--- src/rtl/edge_detector_stream_tx_pkg.sv ---
// Shared types and helpers for the edge-detector output stream.
package edge_detector_pkg;

    typedef enum logic [1:0] {
        IDLE  = 2'd0,
        FILL  = 2'd1,
        DRAIN = 2'd2
    } state_e;

    function automatic int FRAME_PIXELS(input int x, input int y);
        return (x - 2) * (y - 2);
    endfunction

endpackage

--- src/rtl/edge_detector_stream_tx_fifo.sv ---
// Small synchronous FIFO; pointers carry an extra wrap bit.
module SyncFifo #(
    parameter int WIDTH = 8,
    parameter int DEPTH = 4
) (
    input  logic             clk_i,
    input  logic             rst_i,
    input  logic             clear_i,
    input  logic             push_i,
    input  logic [WIDTH-1:0] wdata_i,
    input  logic             pop_i,
    output logic [WIDTH-1:0] rdata_o,
    output logic             full_o,
    output logic             empty_o
);

    localparam int AW = $clog2(DEPTH);

    logic [WIDTH-1:0] mem_q [DEPTH];
    logic [AW:0]      wr_ptr_q, wr_ptr_d;
    logic [AW:0]      rd_ptr_q, rd_ptr_d;

    assign empty_o = (wr_ptr_q == rd_ptr_q);
    assign full_o  = (wr_ptr_q == {~rd_ptr_q[AW], rd_ptr_q[AW-1:0]});
    assign rdata_o = mem_q[rd_ptr_q[AW-1:0]];

    always_comb begin
        wr_ptr_d = wr_ptr_q;
        rd_ptr_d = rd_ptr_q;
        if (clear_i) begin
            wr_ptr_d = '0;
            rd_ptr_d = '0;
        end else begin
            if (push_i && !full_o)
                wr_ptr_d = wr_ptr_q + (AW+1)'(1);
            if (pop_i && !empty_o)
                rd_ptr_d = rd_ptr_q + (AW+1)'(1);
        end
    end

    always_ff @(posedge clk_i or posedge rst_i) begin
        if (rst_i) begin
            wr_ptr_q <= '0;
            rd_ptr_q <= '0;
        end else begin
            wr_ptr_q <= wr_ptr_d;
            rd_ptr_q <= rd_ptr_d;
        end
    end

    always_ff @(posedge clk_i) begin
        if (!clear_i && push_i && !full_o)
            mem_q[wr_ptr_q[AW-1:0]] <= wdata_i;
    end

endmodule

--- src/rtl/edge_detector_stream_tx.sv ---
// Avalon-ST source: buffers processed pixels and frames each image as a packet.
import edge_detector_pkg::*;

module edge_detector_stream_tx #(
    parameter int IMG_X_SIZE = 100,
    parameter int IMG_Y_SIZE = 100,
    parameter int FIFO_DEPTH = 4
) (
    input  logic       clk_i,
    input  logic       rst_i,
    input  logic       clear_i,
    input  logic [7:0] Pixel_i,
    input  logic       pixelValid_i,
    output logic       pixelReady_o,
    output logic [7:0] Data_o,
    output logic       valid_o,
    input  logic       ready_i,
    output logic       startofpacket_o,
    output logic       endofpacket_o,
    output logic       frameDone_o
);

    localparam int N        = FRAME_PIXELS(IMG_X_SIZE, IMG_Y_SIZE);
    localparam int CNT_BITS = $clog2(N + 1);
    localparam logic [CNT_BITS-1:0] LAST = CNT_BITS'(N - 1);

    state_e              state_q, state_d;
    logic [CNT_BITS-1:0] in_cnt_q, in_cnt_d;
    logic [CNT_BITS-1:0] out_cnt_q, out_cnt_d;
    logic                done_q, done_d;

    logic full, empty, push, pop, last_pop;

    assign pixelReady_o    = (state_q != DRAIN) && !full;
    assign valid_o         = !empty;
    assign push            = pixelValid_i && pixelReady_o;
    assign pop             = valid_o && ready_i;
    assign last_pop        = pop && (out_cnt_q == LAST);
    assign startofpacket_o = valid_o && (out_cnt_q == '0);
    assign endofpacket_o   = valid_o && (out_cnt_q == LAST);
    assign frameDone_o     = done_q;

    SyncFifo #(
        .WIDTH (8),
        .DEPTH (FIFO_DEPTH)
    ) u_fifo (
        .clk_i   (clk_i),
        .rst_i   (rst_i),
        .clear_i (clear_i),
        .push_i  (push),
        .wdata_i (Pixel_i),
        .pop_i   (pop),
        .rdata_o (Data_o),
        .full_o  (full),
        .empty_o (empty)
    );

    // Final pop (DRAIN only) and pushes (never DRAIN) are mutually exclusive.
    always_comb begin
        state_d   = state_q;
        in_cnt_d  = in_cnt_q;
        out_cnt_d = out_cnt_q;
        done_d    = 1'b0;
        if (clear_i) begin
            state_d   = IDLE;
            in_cnt_d  = '0;
            out_cnt_d = '0;
        end else begin
            if (pop) begin
                if (last_pop) begin
                    state_d   = IDLE;
                    in_cnt_d  = '0;
                    out_cnt_d = '0;
                    done_d    = 1'b1;
                end else begin
                    out_cnt_d = out_cnt_q + CNT_BITS'(1);
                end
            end
            if (push) begin
                in_cnt_d = in_cnt_q + CNT_BITS'(1);
                state_d  = (in_cnt_q == LAST) ? DRAIN : FILL;
            end
        end
    end

    always_ff @(posedge clk_i or posedge rst_i) begin
        if (rst_i) begin
            state_q   <= IDLE;
            in_cnt_q  <= '0;
            out_cnt_q <= '0;
            done_q    <= 1'b0;
        end else begin
            state_q   <= state_d;
            in_cnt_q  <= in_cnt_d;
            out_cnt_q <= out_cnt_d;
            done_q    <= done_d;
        end
    end

endmodule

--- config.mk ---
export PLATFORM = sky130hd
export DESIGN_NAME = edge_detector_stream_tx
export DESIGN_NICKNAME = d
export VERILOG_FILES = /design/src/rtl/edge_detector_stream_tx_pkg.sv /design/src/rtl/edge_detector_stream_tx_fifo.sv /design/src/rtl/edge_detector_stream_tx.sv
export SDC_FILE = /design/constraint.sdc
export NUM_CORES = 1
export LEC_CHECK = 0
export BUFFER_PORTS_ARGS = -buffer_cell sky130_fd_sc_hd__buf_2
export CORE_MARGIN = 2
export CORE_UTILIZATION = 40
export DETAILED_ROUTE_END_ITERATION = 10
export GPL_TIMING_DRIVEN = 0
export PLACE_DENSITY = 0.57
export SYNTH_ARGS = -nofsm -noshare
export SYNTH_HDL_FRONTEND = slang
export SYNTH_HIERARCHICAL = 1
export SYNTH_SLANG_ARGS = --single-unit
--- constraint.sdc ---
create_clock -name clk_i -period 3.3 [get_ports clk_i]
set_input_delay 0.66 -clock clk_i [delete_from_list [all_inputs] [get_ports clk_i]]
set_output_delay 0.66 -clock clk_i [all_outputs]
set_load 0.01 [all_outputs]
==> results.txt <==
- Drt initial violations: between 100 and 150
- Cell accounting for the most synthesized area: edfxtp_1
* Worst clock skew on the final layout: around 13 ps
- Total internal power: 1.47 mW
* Peak VDD IR: 228 uV
- FF+latch count, synth: 69
- Setup_tns: 0 ps
* Worst path buffer plus inverter count: 2
- The final-report max-slew violation count came to 0.
* CTS clk-pin slew, worst paths: approximately 80 ps
- In this run switching power makes up between 30 and 40% of total power.
- TritonCTS clock tree: done
- The first TritonRoute pass finished after 4 iterations.
* Yosys warning total: 6
* Std-Cell Core Area: about 0.0083 mm^2
- The flow ran to the end, and the final reports show no timing, DRC or antenna violations.
- Count of filler cells inserted in the layout: 774
* Starting density of the core: 41.7%
* Root cell of the clock tree: clkbuf_8
- Path type of the worst setup path: flip-flop to flip-flop
* Average wire length per cell after detail routing: 16.5 um
- Layout Cells excl Fill: between 400 and 500
- The count of nets left with antenna violations once routing finished came out at 0.
- P&R area growth vs syn: 13.4%
* Critical path origin: u_fifo/wr_ptr_q[1]
* Slowest Stage Delay on Critical Path: 480 ps
* Via density: around 5.7
* Switching power: 0.740 mW
* Most instantiated flip-flop cell in the synthesis netlist: dfrtp_1
- Final worst-path cycle share: between 90% and 100%
- Diode insertion count for antenna repair: 0
- Each instance of the synthesized netlist takes up on average 11.9 um^2.
* Vias in the first global route: 2,428
- The count of buffers added on input and output ports is 24.
- Combinational cells account for 25.8% of the total power.
- The routed design has 7.22 mm of wire.
- For flop-to-flop paths, the worst setup slack is ~230 ps.
- The initial antenna violation count is 0.
- STA classifies the critical path startpoint as a flip-flop.
* Maximum number of pins on one net before global-route repair: 32
- OpenSTA, run right after detailed placement, puts the worst setup slack at 162 ps.
* Ports placed on the boundary: 26
- Fin. Hold Viols: 0
- Sequential share of the synthesized area: 54.5%
- Unrepaired setup endpoints after global routing: false
- Part of the total power dissipated in the clock network: between 20 and 30%
- Across all setup checks in the final design, the least slack found is 231 ps.
- At the later pin of the worst-skew pair, clock insertion delay measures 340 ps.
- In this run the static leakage power is approximately 1.6 nW.
- The number of clock buffers added by TritonCTS is 9.
* Via count: 2,481
* Critical R2R Launch: u_fifo/wr_ptr_q[1]
- Worst path arrival time: roughly 3100 ps
- For this design, the slowest cell found on the critical path is and2_1.
* DIE HEIGHT: slightly below 100 um
- At the worst endpoint, the required time is 3290 ps.
* Placed insts: 420
- Among the stages of the critical path, the cell type that occurs most often is nor2_1.
- Maximum level of the CTS H-tree: 3
- Number of setup violations in the final report: 0
* Max Root-Sink Buffers: 2
- Floorplan row count: 33
- Net count of the mapped netlist: 312
* Critical-path cell list: buf_2 > xnor2_1 > nand2_1 > nor2_1 > nand2b_1 > nor2_1 > inv_1 > a311oi_1 > and2_1
- The cell count after synthesis came out at 291.
* Max-slew headroom: 50.5%
- Power spread over the standard cell area amounts to 562 mW/mm^2.
- Global routing consumed, over all layers together, 16.1% of the routing resources.
- At the pin with the least slew margin, the transition time is 737 ps.
* Final Power: ~2.2 mW
- Share of synthesized flip-flops with an asynchronous set or reset: 53.6%
* Width of the die: a little under 100 um
- Max FO, Critical Path: 9
- Period minus WS final: 3070 ps
- EDFF count, synth: 32
- At the end of the flow the core is filled with cells to 47.3%.
* Post-CTS setup buffer count: 0
* Clock tree sinks: between 60 and 70
- The first global-routing pass estimated 12.2 mm of wire.
* Fraction of final layout cells sized beyond drive strength 1: 17.2%
* Yosys cell types: between 50 and 60
- The die covers 0.00941 mm^2.
- STA classifies the critical path endpoint as a flip-flop.
* Post-Syn Area: 0.00346 mm^2
* Remaining DRCs: 0
* Synth top area cells: edfxtp_1 28%, dfrtp_1 27%, mux4_2 5.2%, ha_1 2.9%, xor2_1 2.5%
* Final weighted congestion in routability-driven placement: 0.819
- After the last flow step, the layout net total stands at 348.
- The worst hold path belongs to the class primary input to async pin.
- Top Family by Delay on Critical Path: simple AND/OR/NAND/NOR gates
- Sequential cells account for 46.2% of the total power.
- Max-cap violations in this run came to 0.
- The HPWL after detailed placement is about 4.9 mm.
- After global routing the overflow that remains totals 0.
- Highest clock rate: 326 MHz
- Summed over its instances, the top area cell type makes up 27.8% of the synthesized netlist area.
==> cells by family (layout without fill, tap and decap cells) <==
kind of cell	count (synthesis)	in the layout	synth area share [%]
mux	9	9	5.50
flops	69	69	54.5
fa+ha+maj	8	8	2.89
xor+xnor	13	13	3.29
simple gates	109	109	17.8
buf+inv	23	64	2.82
compound gates	60	60	13.2
==> synth_stat cells (2+ instances only) <==
cell type and count:
o2bb2ai_1 2, a221o_1 2, inv_1 9, a41oi_1 3, nand2_1 21, nor2b_1 2, nand2b_1 3, or3_1 5
or4_1 2, o211a_1 3, a31oi_1 3, o21ai_0 9, ha_1 8, mux4_2 8, nor4_1 2, nand3_1 13
and2_1 5, nor4_2 2, nor2_1 16, nand4_1 6, nor3b_1 2, edfxtp_1 32, dfrtp_1 37, nor4b_1 4
buf_2 3, and4_1 6, a2bb2oi_1 3, xor2_1 10, clkbuf_1 9, o2111ai_1 3, a211o_1 6, and3_1 9
a22o_1 3, nor3_1 6, xnor2_1 3, o311ai_1 2, a21oi_1 7, o211ai_1 4
==> layer usage <==
layer / wire [um] / GRT usage [%]
met5: 0 / 0
met2: 3490 / 25.6
met4: 81 / 5.20
met3: 238 / 2.89
met1: 3410 / 22.3
==> final timing paths <==
path	end	cells after the start
worst max-delay path	u_fifo/mem_q[2][7]	9
worst min-delay path	u_fifo/wr_ptr_q[2]	2
worst max register to register	u_fifo/mem_q[2][7]	9
worst min register to register	state_q[1]	1
max in group asynchronous	state_q[1]	3
min in group clk_i	state_q[1]	1
==> cell usage in the layout (no fill, tap or decap), types with 5 or more instances in the layout <==
master,count
edfxtp_1,32
and3_1,9
inv_1,8
a21oi_1,7
xor2_1,10
o21ai_0,9
ha_1,8
or3_1,5
clkbuf_8,9
nor2_1,16
mux4_2,8
nand4_1,6
clkbuf_1,9
nor3_1,6
dfrtp_1,37
and2_1,5
nand2_1,21
buf_2,27
and4_1,6
a211o_1,6
nand3_1,13
==> power by group through the flow <==
stage | Sequential, mW | Combinational, mW | Clock [mW]
floorplan | 1.02 | 0.399 | 0
global placement | 1.03 | 0.554 | 0
detailed placement | 1.04 | 0.565 | 0
CTS | 1.02 | 0.567 | 0.639
global route | 1.03 | 0.638 | 0.682
finish | 1.02 | 0.570 | 0.617
==> registers in the layout, indices dropped and copies added (netlist names) <==
signal / count
state_q: 2
u_fifo/wr_ptr_q: 3
out_cnt_q: 14
u_fifo/mem_q: 32
frameDone_o: 1
u_fifo/rd_ptr_q: 3
in_cnt_q: 14
==> through the flow <==
stage / hold slack, ps / cell area (um^2)
after floorplan: 449 / 3460
after global placement: 468 / 3710
after detailed placement: 475 / 3710
after CTS: 240 / 3890
after global routing: 250 / 3930
final: 240 / 3930
==> layout make-up <==
cell class	instances	area, um^2	area share (%)
Sequential cell	69	1890	48.1
Multi-Input combinational cell	199	1480	37.8
Timing Repair Buffer	25	148	3.76
Tap cell	105	131	3.35
Clock buffer	9	124	3.16
Buffer	13	60.1	1.53
Clock inverter	7	51.3	1.31
Inverter	10	41.3	1.05
==> timing repair <==
item	CTS	global route
gates resized for setup	0	2
setup endpoints to repair	0	4
hold buffers	0	0
==> worst reg2reg max path: stages (launching register included) <==
cell      delay [ps]
dfrtp_1          400
buf_2            180
xnor2_1          210
nand2_1          180
nor2_1            80
nand2b_1         190
nor2_1           470
inv_1            120
a311oi_1         420
and2_1           480
No activity file was read; power rests on OpenSTA's default activity.
